`src/rtl/uart_arb_pkg.sv`:
```
// Shared types and default sizing for the uart_tx byte-stream arbiter.
package uart_arb_pkg;

    localparam int DEF_NREQ         = 4;
    localparam int DEF_LOCK_TIMEOUT = 50_000;
    localparam int DEF_ACK_TIMEOUT  = 4;

    typedef enum logic [1:0] {
        IDLE,
        ISSUE,
        WAIT_LOW,
        WAIT_HIGH
    } arb_state_e;

    typedef struct packed {
        logic [7:0] data;
        logic       last;
    } arb_byte_t;

endpackage

```
`src/rtl/rr_picker.sv`:
```
// Combinational round-robin pick: first set bit of req at or after start, wrapping.
module rr_picker #(
    parameter  int N  = 4,
    localparam int IW = $clog2(N)
) (
    input  logic [N-1:0]  req,
    input  logic [IW-1:0] start,
    output logic [N-1:0]  gnt,
    output logic [IW-1:0] gnt_id,
    output logic          any
);

    logic [IW:0]   sum;
    logic [IW-1:0] idx;

    always_comb begin
        gnt    = '0;
        gnt_id = '0;
        any    = 1'b0;
        sum    = '0;
        idx    = '0;
        for (int off = 0; off < N; off++) begin
            sum = {1'b0, start} + (IW+1)'(off);
            if (sum >= (IW+1)'(N)) sum = sum - (IW+1)'(N);
            idx = sum[IW-1:0];
            if (!any && req[idx]) begin
                any      = 1'b1;
                gnt[idx] = 1'b1;
                gnt_id   = idx;
            end
        end
    end

endmodule

```
`src/rtl/uart_tx_arbiter.sv`:
```
// Shares one uart_tx among NREQ byte-stream requesters with round-robin and packet locking.
// Build option: define UART_ARB_HIPRI_EN to give requester 0 priority whenever no lock is held.
module uart_tx_arbiter
    import uart_arb_pkg::*;
#(
    parameter  int NREQ         = DEF_NREQ,
    parameter  int LOCK_TIMEOUT = DEF_LOCK_TIMEOUT,
    parameter  int ACK_TIMEOUT  = DEF_ACK_TIMEOUT,
    localparam int IDW          = $clog2(NREQ)
) (
    input  logic              clk,
    input  logic              rst_n,
    input  logic [NREQ-1:0]   req_valid,
    input  logic [NREQ*8-1:0] req_data,
    input  logic [NREQ-1:0]   req_last,
    output logic [NREQ-1:0]   req_ready,
    output logic [7:0]        tx_data,
    output logic              tx_valid,
    input  logic              tx_ready,
    output logic [IDW-1:0]    grant_id,
    output logic              busy,
    output logic              err_ack,
    output logic              lock_abort
);

    localparam int LCW = $clog2(LOCK_TIMEOUT + 1);
    localparam int ACW = $clog2(ACK_TIMEOUT + 1);

    arb_state_e     state, state_n;
    arb_byte_t      hold;
    logic [IDW-1:0] last_grant, lock_id, start, rr_id, win_id;
    logic           locked;
    logic [LCW-1:0] lock_cnt;
    logic [ACW-1:0] ack_cnt;
    logic [NREQ-1:0] elig, rr_gnt;
    logic           rr_any, hipri;
    logic           accept, ack_inc, ack_exp, lock_inc, lock_exp, pkt_done, lock_set;

    assign start = (last_grant == IDW'(NREQ - 1)) ? '0 : last_grant + IDW'(1);
    assign elig  = locked ? (req_valid & (NREQ'(1) << lock_id)) : req_valid;

`ifdef UART_ARB_HIPRI_EN
    assign hipri = !locked && req_valid[0];
`else
    assign hipri = 1'b0;
`endif

    rr_picker #(.N(NREQ)) u_pick (
        .req    (elig),
        .start  (start),
        .gnt    (rr_gnt),
        .gnt_id (rr_id),
        .any    (rr_any)
    );

    always_comb begin
        state_n   = state;
        req_ready = '0;
        win_id    = rr_id;
        accept    = 1'b0;
        ack_inc   = 1'b0;
        ack_exp   = 1'b0;
        lock_inc  = 1'b0;
        lock_exp  = 1'b0;
        pkt_done  = 1'b0;
        lock_set  = 1'b0;
        case (state)
            IDLE: begin
                // Locked owner has gone quiet: age the lock toward forced release.
                if (locked && !req_valid[lock_id]) begin
                    if (lock_cnt == LCW'(LOCK_TIMEOUT - 1)) lock_exp = 1'b1;
                    else                                    lock_inc = 1'b1;
                end
                if (tx_ready && (hipri || rr_any)) begin
                    accept    = 1'b1;
                    win_id    = hipri ? '0 : rr_id;
                    req_ready = hipri ? NREQ'(1) : rr_gnt;
                    state_n   = ISSUE;
                end
            end
            ISSUE: state_n = WAIT_LOW;
            WAIT_LOW: begin
                if (!tx_ready) begin
                    state_n = WAIT_HIGH;
                end else if (ack_cnt == ACW'(ACK_TIMEOUT - 1)) begin
                    ack_exp = 1'b1;
                    state_n = IDLE;
                end else begin
                    ack_inc = 1'b1;
                end
            end
            WAIT_HIGH: begin
                if (tx_ready) begin
                    state_n = IDLE;
                    if (hold.last) pkt_done = 1'b1;
                    else           lock_set = 1'b1;
                end
            end
            default: state_n = IDLE;
        endcase
    end

    always_ff @(posedge clk or negedge rst_n) begin
        if (!rst_n) begin
            state      <= IDLE;
            hold       <= '0;
            grant_id   <= '0;
            last_grant <= IDW'(NREQ - 1);
            locked     <= 1'b0;
            lock_id    <= '0;
            lock_cnt   <= '0;
            ack_cnt    <= '0;
        end else begin
            state   <= state_n;
            ack_cnt <= ack_inc ? ack_cnt + ACW'(1) : '0;
            if (accept) begin
                hold     <= '{data: req_data[{win_id, 3'b000} +: 8], last: req_last[win_id]};
                grant_id <= win_id;
                lock_cnt <= '0;
            end else if (lock_inc) begin
                lock_cnt <= lock_cnt + LCW'(1);
            end
            if (lock_exp) begin
                locked     <= 1'b0;
                last_grant <= lock_id;
                lock_cnt   <= '0;
            end
            if (ack_exp || pkt_done) begin
                locked     <= 1'b0;
                last_grant <= grant_id;
            end
            if (lock_set) begin
                locked  <= 1'b1;
                lock_id <= grant_id;
            end
        end
    end

    assign tx_valid   = (state == ISSUE);
    assign tx_data    = hold.data;
    assign busy       = (state != IDLE) || locked;
    assign err_ack    = ack_exp;
    assign lock_abort = lock_exp;

endmodule
```
`config.mk`:
```
export PLATFORM = sky130hd
export DESIGN_NAME = uart_tx_arbiter
export DESIGN_NICKNAME = d
export VERILOG_FILES = /design/src/rtl/uart_arb_pkg.sv /design/src/rtl/rr_picker.sv /design/src/rtl/uart_tx_arbiter.sv
export SDC_FILE = /design/constraint.sdc
export NUM_CORES = 1
export LEC_CHECK = 0
export BUFFER_PORTS_ARGS = -buffer_cell sky130_fd_sc_hd__buf_2
export CAP_MARGIN = 20
export CELL_PAD_IN_SITES_DETAIL_PLACEMENT = 2
export CELL_PAD_IN_SITES_GLOBAL_PLACEMENT = 2
export CORE_MARGIN = 2
export CORE_UTILIZATION = 33
export DETAILED_ROUTE_END_ITERATION = 6
export PLACE_DENSITY = 0.79
export SLEW_MARGIN = 25
export SYNTH_ARGS = -nofsm -noshare
export SYNTH_HDL_FRONTEND = slang
export SYNTH_SLANG_ARGS = --single-unit
```
`constraint.sdc`:
```
create_clock -name clk -period 3.4 [get_ports clk]
set_input_delay 0.17 -clock clk [delete_from_list [all_inputs] [get_ports clk]]
set_output_delay 0.17 -clock clk [all_outputs]
set_load 0.1 [all_outputs]
```
==> Yosys cells after proc, flatten, opt, wreduce, memory -nomap -nowiden <==
Index checks and enable logic that the tools add are counted.
{ "classes": {"addsub": 10, "n_lt_le_gt_ge": 14, "eq_ne": 9, "shift": 2, "n_mux": 74, "bitwise_logic": 4, "n_reduce_logical": 21} }
{ "ops": {"columns": ["operator", "n"], "rows": [
  ["$mux W16", 3],
  ["$mux W1", 37],
  ["$shiftx A32 B6 Y8", 1],
  ["$mux W2", 15],
  ["$mux W4", 7],
  ["$lt A2 B3 Y1 const B", 6],
  ["$add A16 B1 Y16 const B", 1],
  ["$eq A16 B16 Y1 const B", 1],
  ["$bmux W1 S2", 6],
  ["$or A4 B4 Y4", 3],
  ["$ge A3 B3 Y1 const B", 3],
  ["$logic_and A1 B1 Y1", 9],
  ["$demux W1 S2", 4],
  ["$ge A2 B1 Y1 const B", 4],
  ["$pmux W2 S4", 1],
  ["$sub A2 B1 Y2 const B", 4],
  ["$add A2 B2 Y3 const B", 2],
  ["$eq A2 B2 Y1 const B", 3],
  ["$reduce_bool A3 Y1", 2],
  ["$and A4 B4 Y4", 1],
  ["$logic_not A1 Y1", 4],
  ["$ne A2 B2 Y1 const B", 2],
  ["$reduce_bool A2 Y1", 2],
  ["$shl A1 B2 Y4 const A", 1],
  ["other kinds (11)", 12]
]} }
{ "word_totals": {"ff_bits": 37, "out_inout_bits": 18, "wordCells": 143} }

==> Longest topological paths before layout <==
{ "depth": {"word_depth": 21, "depth_mapped": 12, "mapped_depth_nobuf": 8} }

==> Hierarchy <==
Synthesis repeated with hierarchy kept, for this count alone.
{ "hier_totals": {"cells_unflattened": 283, "hier_area_um2": 2653.8} }
{ "modules_own_cells": {"columns": ["module", "instances", "cells_each", "area_per_inst_um2", "seq_area_each_um2"], "rows": [
  ["uart_tx_arbiter", 1, 238, 2232.1, 928.4],
  ["rr_picker", 1, 45, 421.7, 0.0]
]} }

==> Worst setup path after synthesis <==
No wires, ideal clock.
{ "synth_path": {"path_type": "register to output", "startpoint": "register last_grant[0]", "endpoint": "output port req_ready[0]", "arrival_ns": 3.574, "path_slack_ns": -0.344, "path_stages_with_launch": 9, "path_cell_list": "dfstp_2 -> buf_6 -> inv_1 -> ha_1 -> nor4_4 -> nor2_1 -> nor4_1 -> nand2_1 -> a21oi_1"} }
{ "synth_via": {"elab_chain_len": 19, "word_cells_on_any_way": 66, "cone_classes": "8 x add/sub; 12 x order compare; 1 x eq/ne; 31 x mux; 3 x bitwise; 11 x reduce/logical"} }
{ "synth_lines": {"columns": ["element", "line", "source"], "rows": [
  ["start: declaration", "uart_tx_arbiter.sv:31", "logic [IDW-1:0] last_grant, lock_id, start, rr_id, win_id;"],
  ["start signal: assignment", "uart_tx_arbiter.sv:108", "last_grant <= IDW'(NREQ - 1);"],
  ["start signal: assignment", "uart_tx_arbiter.sv:125", "last_grant <= lock_id;"],
  ["start signal: assignment", "uart_tx_arbiter.sv:130", "last_grant <= grant_id;"],
  ["$add A2 B1 Y2 or $eq A2 B2 Y1 (tied branches)", "uart_tx_arbiter.sv:39", "assign start = (last_grant == IDW'(NREQ - 1)) ? '0 : last_grant + IDW'(1);"],
  ["$mux W2 (*)", "uart_tx_arbiter.sv:39", null],
  ["parallel branches: the longest is 15 deep, another holds $add A2 B1 Y3", null, null],
  ["$mux W4 (*)", "uart_tx_arbiter.sv:74", "if (tx_ready && (hipri || rr_any)) begin"],
  ["$mux W4 (*)", "uart_tx_arbiter.sv:67", "case (state)"],
  ["end: declaration", "uart_tx_arbiter.sv:16", "output logic [NREQ-1:0] req_ready,"]
]} }
Mark *: on every way between the ends. The select of a mux whose other input is x is not followed.

==> Worst setup path in the final report <==
{ "layout_path": {"startpoint": "register last_grant[1]", "endpoint": "output port req_ready[3]"} }
The elaborated chain is that of the path after synthesis.

==> impl_metrics.toml <==
[logic_synthesis]
synth_nets = 351
syn_area_um2 = 2780
synth_top_area_frac = 0.315
synth_area_leaders = "dfrtp_1, mux2i_1, nand2_1"
yosys_warnings = 0
synth-async-reset-ratio = 1.00
synth_top_flop_cell = "dfrtp_1"
ys_types = 58
synth_edf_count = 0
synth_cells = 297
ys_ff_latch = 37
synth_top_area_cell = "dfrtp_1"
ys_seq_area_frac = 0.333
syn_avg_cell_area_um2 = 9.37

[critical_path]
path_cells = "ha_4 > nor2_2 > and3_2 > nor4_4 > buf_4 > o221ai_1 > nand3_1 > buf_4 > a21oi_2 > buf_12"
crit_path_frequent_cell = "buf_4"
cp_max_fo = 15
cp_slowest_cell = "dfstp_2"
cp_top_family = "simple AND/OR/NAND/NOR gates"
max_stage_delay_ps = 610
cp.buffers_inverters = 3
critPathLaunchType = "register"
crit_type = "register to output pin"
end_kind = "output pin"
crit_arrival_ps = 3050
cp.required_ps = 3230

[route]
wire_per_inst_um = 18.9
vias_per_cell = 5.55
dr_total_vias = 2535
drtIter0Drc = 61
drc = 0
ant_nets = 0
wirelength_mm = 8.64
drtPass1Iterations = 4

[final_layout]
n_antenna_cell = 0
mostFrequentLayoutCells = "buf_2, nand2_1, dfrtp_1, mux2i_1, nor2_1"
drive_gt1_frac = 0.324
final_common_cell = "buf_2"
area_growth_syn_to_layout_pct = 21.4
num-fill-cells = 918
fin_nets = 405

[floorplanning]
die_height_um = 95.9
rows = 33
start_util = 0.339
dieArea_um2 = 9190
io_pins = 61
fp.coreArea_um2 = 8220
die_w_um = 95.9

[sta]
finalCritPeriodShare = 0.947
slew_headroom = 0.411
final_hold_viol_count = 14
maxSlewViolCount = 0
post-route-min-period_ps = 3220
skew_ps = 9.62
max_freq_mhz = 311
setup_viol = 0
worst_slew_pin_slew_ps = 883
setup_ws_ps = 181
whs_ps = -24.2

[power_and_ir_drop]
power.density_nw_per_um2 = 1080
p_leak_nw = 1.47
irDropWorstVdd_v = 0.000479

[clocking]
clkSinkCount = 37
htree_num_levels = 2
clk_path_buf_depth = 2
numCtsBuffers = 5
clk_latency_ps = 300
clk_pin_slew_worst_paths_ps = 80
clock-root-buffer = "clkbuf_8"
cts_tree = "built"

[global_route]
grt_overflow_total = 0
grt_start_max_net_pins = 38
grt_pass1_wl_mm = 13.9
grt_pass1_vias = 2762
antenna_found_initial = 0
grt_util_all_layers = 0.199

[placed_design]
place_congestion = 0.877
place.port_buffers = 60
place_ws_ps = 94.6
dp_hpwl_mm = 6.30

[run]
drv_cap = 0

[hold_path]
hold_path_class = "input port to async pin"

[outcome]
outcome = "finished, violations left"
violations = "negative hold slack"
[synthesized netlist by cell type (all sizes together), types with 2 or more instances]
| master | count |
|---|---|
| mux2 | 5 |
| nor2b | 5 |
| or3 | 3 |
| dfrtp | 35 |
| inv | 8 |
| and3 | 4 |
| mux2i | 26 |
| a22o | 2 |
| nand2b | 4 |
| a21o | 2 |
| nand3 | 9 |
| buf | 20 |
| a311oi | 2 |
| o21ai | 32 |
| nand2 | 38 |
| a31oi | 2 |
| ha | 11 |
| nor4 | 5 |
| or3b | 2 |
| o2bb2ai | 5 |
| dfstp | 2 |
| xor2 | 3 |
| nor2 | 24 |
| nor3 | 3 |
| o31ai | 4 |
| o41ai | 2 |
| or2 | 2 |
| o221ai | 11 |
| a21oi | 11 |
[worst paths after layout]
check | startpoint | endpoint | slack, ps | cells past startpoint
max in group asynchronous | rst_n | ack_cnt[2] | 2850 | 1
min in group clk | req_data[10] | tx_data[2] | 200 | 3
min | rst_n | lock_cnt[7] | -20 | 1
min reg2reg | ack_cnt[0] | ack_cnt[0] | 440 | 1
max | last_grant[1] | req_ready[3] | 180 | 10
max reg2reg | last_grant[1] | tx_data[7] | 280 | 9
[kinds of logic (layout without fill, tap and decap cells)]
group	count (synthesis)	count (layout)	share of synthesized area
buffers and inverters	29	84	0.0724
AOI/OAI and AO/OA	77	77	0.215
adders and majority gates	11	11	0.0494
muxes	32	32	0.124
xor gates and xnor gates	4	4	0.0126
and+or+nand+nor	107	107	0.193
DFF	37	37	0.333
[metal layers]
layer,up-vias,track usage,wire (um)
li1,1189,-,-
met2,51,0.371,4550
met3,10,0.0321,334
met1,1285,0.236,3610
met4,0,0.0536,146
met5,-,0,0
[state kept, by name, summed over array words and instances (netlist names)]
signal,cells
ack_cnt,3
grant_id,2
hold,1
last_grant,2
lock_cnt,16
lock_id,2
locked,1
state,2
tx_data,8
[stage by stage]
step | std cells | util | power (mW) | TNS (ps) | instance area, um^2
floorplan | 297 | - | 2.65 | 0 | 2800
global placement | 447 | 0.388 | 3.04 | 0 | 3190
detailed placement | 447 | 0.388 | 3.12 | 0 | 3190
CTS | 455 | 0.403 | 3.57 | 0 | 3310
global route | 457 | 0.411 | 3.90 | -93.2 | 3380
finish | 457 | 0.411 | 3.65 | 0 | 3380
[power breakdown]
group	switching, mW	internal, mW
Combinational	1.67	0.853
Clock	0.177	0.240
Sequential	0.144	0.567
Total	1.99	1.66
[layout make-up]
cell class | count | area (um^2) | area share
Multi-Input combinational cell | 231 | 1740 | 0.515
Sequential cell | 37 | 928 | 0.275
Timing Repair Buffer | 68 | 433 | 0.128
Tap cell | 105 | 131 | 0.0389
Clock buffer | 7 | 86.3 | 0.0255
Clock inverter | 1 | 30.0 | 0.00889
Inverter | 8 | 30.0 | 0.00889
[timing repair]
action	in CTS	in global routing
setup endpoints to repair	4	4
hold endpoints to repair	0	0
gates resized for setup	2	7
gates cloned	0	0
pin swaps	0	2
setup buffers	0	2
hold buffers	0	0
(Power assumes the default switching activity.)
